### src/rtl/ahb_bus_arbiter_if.sv
// Bus-side signal bundle for the AHB arbiter.
// The slave modport is the arbiter's view; the master modport is the view of
// whatever drives the requests and the shared HTRANS/HBURST/HREADY/HRESP.
interface ahb_bus_arbiter_if #(
  parameter int NUM_MASTERS = 4,
  parameter int MW          = $clog2(NUM_MASTERS)
);
  logic [NUM_MASTERS-1:0] HBUSREQ;
  logic [NUM_MASTERS-1:0] HLOCK;
  logic [1:0]             HTRANS;
  logic [2:0]             HBURST;
  logic                   HREADY;
  logic                   HRESP;
  logic [NUM_MASTERS-1:0] HGRANT;
  logic [MW-1:0]          HMASTER;
  logic                   HMASTLOCK;

  modport slave (
    input  HBUSREQ, HLOCK, HTRANS, HBURST, HREADY, HRESP,
    output HGRANT, HMASTER, HMASTLOCK
  );

  modport master (
    output HBUSREQ, HLOCK, HTRANS, HBURST, HREADY, HRESP,
    input  HGRANT, HMASTER, HMASTLOCK
  );
endinterface

### src/rtl/ahb_bus_arbiter.sv
// Burst-aware round-robin AHB arbiter.
// A granted fixed-length burst keeps the bus until its last beat unless the
// slave answers ERROR; undefined-length (INCR) bursts keep it while the owner
// holds its request. Optional locked transfers are enabled with the macro
// AHB_ARB_LOCK_EN; without it HLOCK is ignored and HMASTLOCK is tied low.
//
// state      | meaning
// ST_ARB     | grant may move every cycle
// ST_BURST   | fixed-length burst in progress, grant frozen until last beat
// ST_INCR    | undefined-length burst, grant frozen while owner requests
module ahb_bus_arbiter #(
  parameter int NUM_MASTERS    = 4,
  parameter int DEFAULT_MASTER = 0,
  parameter int MW             = $clog2(NUM_MASTERS)
) (
  input  logic              HCLK,
  input  logic              HRESETn,
  ahb_bus_arbiter_if.slave  bus
);

  localparam logic [1:0] ST_ARB   = 2'd0;
  localparam logic [1:0] ST_BURST = 2'd1;
  localparam logic [1:0] ST_INCR  = 2'd2;

  localparam logic [1:0] TR_IDLE   = 2'b00;
  localparam logic [1:0] TR_NONSEQ = 2'b10;
  localparam logic [1:0] TR_SEQ    = 2'b11;

  localparam logic [2:0] BU_SINGLE = 3'b000;
  localparam logic [2:0] BU_INCR   = 3'b001;

  localparam logic [NUM_MASTERS-1:0] DEF_GRANT = NUM_MASTERS'(1) << DEFAULT_MASTER;
  localparam logic [MW-1:0]          DEF_IDX   = MW'(DEFAULT_MASTER);

  logic [1:0]             state, state_nxt;
  logic [3:0]             cnt, cnt_nxt, load_cnt;
  logic [MW-1:0]          grant_idx, hmaster_q, rr_ptr, next_idx;
  logic [NUM_MASTERS-1:0] hgrant_q;
  logic                   burst_start, arb_base, arb_ok, owner_req, lock_hold;

  assign owner_req   = bus.HBUSREQ[hmaster_q];
  // A NON_SEQ that opens a multi-beat burst must not lose the grant on the
  // same edge the burst is loaded, otherwise the first beats would be split.
  assign burst_start = (bus.HTRANS == TR_NONSEQ) && (bus.HBURST != BU_SINGLE);

  // Beats remaining after the NON_SEQ, decoded from HBURST.
  always_comb begin
    case (bus.HBURST)
      3'b010, 3'b011: load_cnt = 4'd3;
      3'b100, 3'b101: load_cnt = 4'd7;
      3'b110, 3'b111: load_cnt = 4'd15;
      default:        load_cnt = 4'd0;
    endcase
  end

  // Arbitration point: where the grant is allowed to move this cycle.
  always_comb begin
    case (state)
      ST_BURST: arb_base = bus.HREADY && (bus.HTRANS == TR_SEQ) && (cnt == 4'd1);
      ST_INCR:  arb_base = !owner_req;
      default:  arb_base = 1'b1;
    endcase
    arb_ok = arb_base && !burst_start && !lock_hold;
  end

  // Round-robin scan starting just after the last owner; parks on the default.
  always_comb begin
    int   j;
    logic found;
    logic [MW-1:0] cand;
    next_idx = DEF_IDX;
    found    = 1'b0;
    j        = 0;
    cand     = '0;
    for (int i = 1; i <= NUM_MASTERS; i++) begin
      j = int'(rr_ptr) + i;
      if (j >= NUM_MASTERS) j = j - NUM_MASTERS;
      cand = MW'(j);
      if (!found && bus.HBUSREQ[cand]) begin
        next_idx = cand;
        found    = 1'b1;
      end
    end
  end

  // Burst tracking: load on NON_SEQ, count SEQ beats, ERROR aborts.
  always_comb begin
    state_nxt = state;
    cnt_nxt   = cnt;
    if (bus.HRESP) begin
      state_nxt = ST_ARB;
      cnt_nxt   = 4'd0;
    end else if (bus.HREADY) begin
      if (bus.HTRANS == TR_NONSEQ) begin
        cnt_nxt = load_cnt;
        if (load_cnt != 4'd0)             state_nxt = ST_BURST;
        else if (bus.HBURST == BU_INCR)   state_nxt = ST_INCR;
        else                              state_nxt = ST_ARB;
      end else begin
        case (state)
          ST_BURST: begin
            if (bus.HTRANS == TR_SEQ) begin
              if (cnt <= 4'd1) begin
                cnt_nxt   = 4'd0;
                state_nxt = ST_ARB;
              end else begin
                cnt_nxt = cnt - 4'd1;
              end
            end else if (bus.HTRANS == TR_IDLE) begin
              cnt_nxt   = 4'd0;
              state_nxt = ST_ARB;
            end
          end
          ST_INCR: begin
            if (bus.HTRANS == TR_IDLE) state_nxt = ST_ARB;
          end
          default: ;
        endcase
      end
    end
  end

  // Burst state and beat counter registers.
  always_ff @(posedge HCLK or negedge HRESETn) begin
    if (!HRESETn) begin
      state <= ST_ARB;
      cnt   <= 4'd0;
    end else begin
      state <= state_nxt;
      cnt   <= cnt_nxt;
    end
  end

  // Grant register: moves only at an arbitration point, always one-hot.
  always_ff @(posedge HCLK or negedge HRESETn) begin
    if (!HRESETn) begin
      grant_idx <= DEF_IDX;
      hgrant_q  <= DEF_GRANT;
    end else if (arb_ok) begin
      grant_idx <= next_idx;
      hgrant_q  <= NUM_MASTERS'(1) << next_idx;
    end
  end

  // Address-phase owner follows the grant on HREADY edges; pointer tracks it.
  always_ff @(posedge HCLK or negedge HRESETn) begin
    if (!HRESETn) begin
      hmaster_q <= DEF_IDX;
      rr_ptr    <= DEF_IDX;
    end else if (bus.HREADY) begin
      hmaster_q <= grant_idx;
      if (grant_idx != hmaster_q) rr_ptr <= grant_idx;
    end
  end

`ifdef AHB_ARB_LOCK_EN
  logic grant_lock, mastlock_q;

  assign lock_hold = bus.HLOCK[grant_idx];

  // Remember whether the newly granted master asked for a lock, and expose it
  // once that master owns the address phase.
  always_ff @(posedge HCLK or negedge HRESETn) begin
    if (!HRESETn) begin
      grant_lock <= 1'b0;
      mastlock_q <= 1'b0;
    end else begin
      if (arb_ok)     grant_lock <= bus.HLOCK[next_idx];
      if (bus.HREADY) mastlock_q <= grant_lock;
    end
  end

  assign bus.HMASTLOCK = mastlock_q;
`else
  assign lock_hold     = 1'b0;
  assign bus.HMASTLOCK = 1'b0;
`endif

  assign bus.HGRANT  = hgrant_q;
  assign bus.HMASTER = hmaster_q;

endmodule

### src/flat_wrapper.sv
// flat-port wrapper written by rule: the top's interface ports become plain ports
module ahb_bus_arbiter_flat 
#(
  parameter int NUM_MASTERS    = 4,
  parameter int DEFAULT_MASTER = 0,
  parameter int MW             = $clog2(NUM_MASTERS)
)
  (HCLK, HRESETn, bus_HBUSREQ, bus_HLOCK, bus_HTRANS, bus_HBURST, bus_HREADY, bus_HRESP, bus_HGRANT, bus_HMASTER, bus_HMASTLOCK);
  ahb_bus_arbiter_if #(.NUM_MASTERS(NUM_MASTERS), .MW(MW)) bus_i ();
  input  logic HCLK;
  input  logic HRESETn;
  input wire logic [$bits(bus_i.HBUSREQ)-1:0] bus_HBUSREQ;
  input wire logic [$bits(bus_i.HLOCK)-1:0] bus_HLOCK;
  input wire logic [$bits(bus_i.HTRANS)-1:0] bus_HTRANS;
  input wire logic [$bits(bus_i.HBURST)-1:0] bus_HBURST;
  input wire logic [$bits(bus_i.HREADY)-1:0] bus_HREADY;
  input wire logic [$bits(bus_i.HRESP)-1:0] bus_HRESP;
  output wire logic [$bits(bus_i.HGRANT)-1:0] bus_HGRANT;
  output wire logic [$bits(bus_i.HMASTER)-1:0] bus_HMASTER;
  output wire logic [$bits(bus_i.HMASTLOCK)-1:0] bus_HMASTLOCK;
  assign bus_i.HBUSREQ = bus_HBUSREQ;
  assign bus_i.HLOCK = bus_HLOCK;
  assign bus_i.HTRANS = bus_HTRANS;
  assign bus_i.HBURST = bus_HBURST;
  assign bus_i.HREADY = bus_HREADY;
  assign bus_i.HRESP = bus_HRESP;
  assign bus_HGRANT = bus_i.HGRANT;
  assign bus_HMASTER = bus_i.HMASTER;
  assign bus_HMASTLOCK = bus_i.HMASTLOCK;
  ahb_bus_arbiter #(.NUM_MASTERS(NUM_MASTERS), .DEFAULT_MASTER(DEFAULT_MASTER), .MW(MW)) u_core (.HCLK(HCLK), .HRESETn(HRESETn), .bus(bus_i));
endmodule
### config.mk
export PLATFORM = sky130hd
export DESIGN_NAME = ahb_bus_arbiter_flat
export DESIGN_NICKNAME = d
export VERILOG_FILES = /design/src/rtl/ahb_bus_arbiter_if.sv /design/src/rtl/ahb_bus_arbiter.sv /design/src/flat_wrapper.sv
export SDC_FILE = /design/constraint.sdc
export NUM_CORES = 1
export LEC_CHECK = 0
export BUFFER_PORTS_ARGS = -buffer_cell sky130_fd_sc_hd__buf_2
export CAP_MARGIN = 5
export CORE_MARGIN = 10
export CORE_UTILIZATION = 57
export CTS_CLUSTER_SIZE = 8
export DETAILED_ROUTE_END_ITERATION = 10
export GPL_TIMING_DRIVEN = 0
export PLACE_DENSITY_LB_ADDON = 0.3
export SLEW_MARGIN = 20
export SYNTH_ARGS = -nofsm -noshare
export SYNTH_HDL_FRONTEND = slang
export SYNTH_SLANG_ARGS = --single-unit
### constraint.sdc
create_clock -name HCLK -period 2.6 [get_ports HCLK]
set_clock_uncertainty 0.05 [all_clocks]
set_input_delay 0.26 -clock HCLK [delete_from_list [all_inputs] [get_ports HCLK]]
set_output_delay 0.26 -clock HCLK [all_outputs]
set_load 0.1 [all_outputs]
==> summary.md <==
The flow ran to the end, and the final reports show no timing, DRC or antenna violations. Tracing the worst setup path back leads to its startpoint at u_core.state[1]$_DFFE_PN0P_. The tools report the startpoint of the worst register-to-register path as u_core.state[1]$_DFFE_PN0P_. The final critical path takes up 70.8% of the cycle. For this run, the total global-route usage over all layers was measured as 11.6%. The largest driver fanout on the critical path was 6.

The die covers 4080 um^2. The run gives 1780 um^2 as the placeable core area. Clock tree synthesis selected as its root buffer the cell clkbuf_4. For this run, the post-layout net count is 158. Number of synthesized flops with an enable pin: 0. The HPWL after detailed placement is 1870 um. The run gives 0 as the initial antenna violation count. Worst-case headroom to the max-slew limit: 64.5%.

The worst-margin pin slew is 528 ps. Adding up every negative setup slack in the final design gives 0 ps. The share of synthesized area in the top cell type comes to 34.2%. Once the clock tree was built, the resizer swapped 0 gates to a different size. Max-slew violation count: 0. Dividing the detail-routed wire length by the instance count gives 14.4 um. Post-detailed-route via-to-cell ratio: 5.65. The number of sinks driven by the clock tree came out at 16. The tool flagged a number of max-cap violations equal to 0. For the remaining antenna violation count after routing, the log shows 0. Share of flip-flops with an asynchronous set or reset after synthesis: 100%.

Counting distinct cell types in the post-synthesis netlist gives 42. The run gives 61.6% as the starting utilization of the core area. The run gives 2720 ps as the required time of the critical path.

STA classifies the critical path startpoint as a flop. Entering global routing, the biggest net connects 17 pins. The tools report the end of the worst register-to-register path as u_core.grant_idx[1]$_DFFE_PN0P_.

The smallest clock period supported by the final layout is computed as 1840 ps. The total of endpoints with negative setup slack in the final report was 0. TritonCTS built the clock tree.

Arrival time at the worst endpoint: 1960 ps. The run gives 900 as the via count of the first global-routing pass. Violation count after the first detailed-routing iteration: 18.

Counting flops and latches in the post-synthesis netlist gives 16. The first global-routing pass estimated 3970 um of wire. The clock-pin slew reported for the worst setup and hold paths after clock tree synthesis was 100 ps; the power per cell area was 965 nW/um^2. For the total nets after synthesis, the log shows 134. The port buffer count is 18.

The chip width was 63.9 um. For this run, the register share of the synthesized area comes to 36.6%. The later pin in the worst-skew pair is clocked with a latency of 290 ps.

The logs give 0 for the number of warnings issued by yosys and 4 for the number of optimization iterations in the first detailed-route pass. In the synthesized netlist the dominant register cell turns out to be dfrtp_1. The path type of the worst setup path was reg2reg. At the end of routability-driven placement, the weighted congestion stood at 0.829. The run gives 0.555 nW as the standby leakage power. The number of buffers on the longest clock path came out at 2.

Measured in cells, the most critical reg-to-reg path has a length of 6. In this run, CTS created clock tree buffers numbering 3. The largest total area in the synthesized netlist belongs to dfrtp_1. The path class of the lowest-slack min-delay path was in2reg.

The tools report the gate count of the mapped netlist as 113. After floorplanning, the core was divided into 15 placement rows. The synthesized area is 1100 um^2, and the remaining global-route overflow is 0.

In this run the post-CTS setup repair buffer count came out at 0. The achievable clock frequency is 0.543 GHz, and the average cell area after synthesis is 9.72 um^2. The I/O pin total is 24. In the final layout, the share of cells above drive strength 1 is 28.7%. The tools report the DRC violation count after routing as 0. STA classifies the critical path endpoint as a flop. The critical path ends at u_core.grant_idx[1]$_DFFE_PN0P_.

The post-synthesis to final-layout area growth was 14.4%; the diode insertion count for antenna repair was 0. The tools report the maximum level of the CTS H-tree as 1. The tools report the final hold violation count as 0. VDD sags by at most 1140 uV.

Setup repair after global routing left no endpoint under its margin. Ranked by total cell area, the synthesized netlist is headed by dfrtp_1, mux2_2, a21oi_1, ha_1, inv_1. Minimum setup slack among reg-to-reg paths: 760 ps. The die height is 63.9 um.

The logs give 2320 um for the post-detailed-routing wire length and 70.5% for the final core utilization. The detailed router placed 910 vias in this run.
## worst min path at each step
stage / from / slack [ps] / to / cells after the start
after floorplan: HRESETn / -90 / u_core.bus.HGRANT[1]$_DFFE_PN0P_ / 0
after global placement: HRESETn / 130 / u_core.bus.HGRANT[3]$_DFFE_PN0P_ / 1
after detailed placement: HRESETn / 140 / u_core.bus.HGRANT[3]$_DFFE_PN0P_ / 1
after CTS: bus_HRESP / 160 / u_core.state[0]$_DFFE_PN0P_ / 2
after global routing: bus_HRESP / 170 / u_core.state[1]$_DFFE_PN0P_ / 2
final: bus_HRESP / 160 / u_core.state[0]$_DFFE_PN0P_ / 2
## synthesized netlist by cell type, drive strengths merged (2+ instances only)
master	n
dfrtp	15
a21oi	11
inv	11
nand2	8
o21ai	8
mux2	6
o31ai	5
and2b	4
ha	4
mux2i	4
nor2	4
nor3b	3
a21o	2
nand3	2
nor3	2
o21a	2
xnor2	2
xor2	2
## state kept, by name, summed over array words and instances (netlist names)
register            flops
u_core.bus.HGRANT       4
u_core.cnt              4
u_core.rr_ptr           2
u_core.grant_idx        2
u_core.state            2
u_core.bus.HMASTER      2
## stage by stage
step / area, um^2 / total power, mW / setup slack, ps / hold slack (ps) / std cells
floorplan: 1100 / 0.950 / 337 / -85.6 / 113
global placement: 1220 / 1.06 / 811 / 133 / 156
detailed placement: 1220 / 1.08 / 778 / 136 / 156
CTS: 1260 / 1.22 / 753 / 156 / 161
global route: 1260 / 1.29 / 678 / 165 / 161
finish: 1260 / 1.21 / 760 / 157 / 161
## layer usage
metal / share of wire, % / up-vias / global-route usage, %
met2: 48 / 16 / 19.5
met4: 0.65 / 0 / 3.28
met1: 46 / 441 / 13.7
li1: - / 451 / -
met3: 5.9 / 2 / 3.83
met5: 0 / - / 0
## what timing repair did
action,CTS,global route
setup endpoints to repair,0,0
endpoints found under the hold margin,15,0
hold buffers,1,0
## cell type report
type	instances	area (um^2)
buffer	2	11.3
fill	157	527
multi-input combinational	84	644
sequential	16	402
inverter	11	41.3
tap	25	31.3
timing repair buffer	19	100
clock buffer	4	26.3
## cells by family after synthesis
family	share of synthesized area [%]
XOR/XNOR	3.19
adder cells (fa/ha/maj)	5.47
AND/OR/NAND/NOR	16.2
flip-flops	36.6
multiplexers	10.1
other	0.341
buffers and inverters	4.78
AO/OA/AOI/OAI	23.3
## critical path: stages (launching register included)
cell     delay [ps]
dfrtp_1         360
inv_1            60
ha_1            240
nand3_1         150
nor4_4           60
o31ai_4         410
mux2_2          380
## layout by cell type (no fill, tap or decap), types with 3 or more instances in the layout
cell	n
nand2_1	8
clkbuf_4	3
o21ai_0	8
nor2_1	4
buf_2	18
a21oi_1	10
o31ai_1	3
dfrtp_1	15
inv_1	11
nor3b_1	3
mux2_2	5
mux2i_1	4
ha_1	4
## where the power goes
group / internal [mW] / total (mW) / switching (mW)
clock: 0.0596 / 0.138 / 0.0788
combinational: 0.183 / 0.662 / 0.479
sequential: 0.328 / 0.412 / 0.0846
No activity file was read; power rests on OpenSTA's default activity.
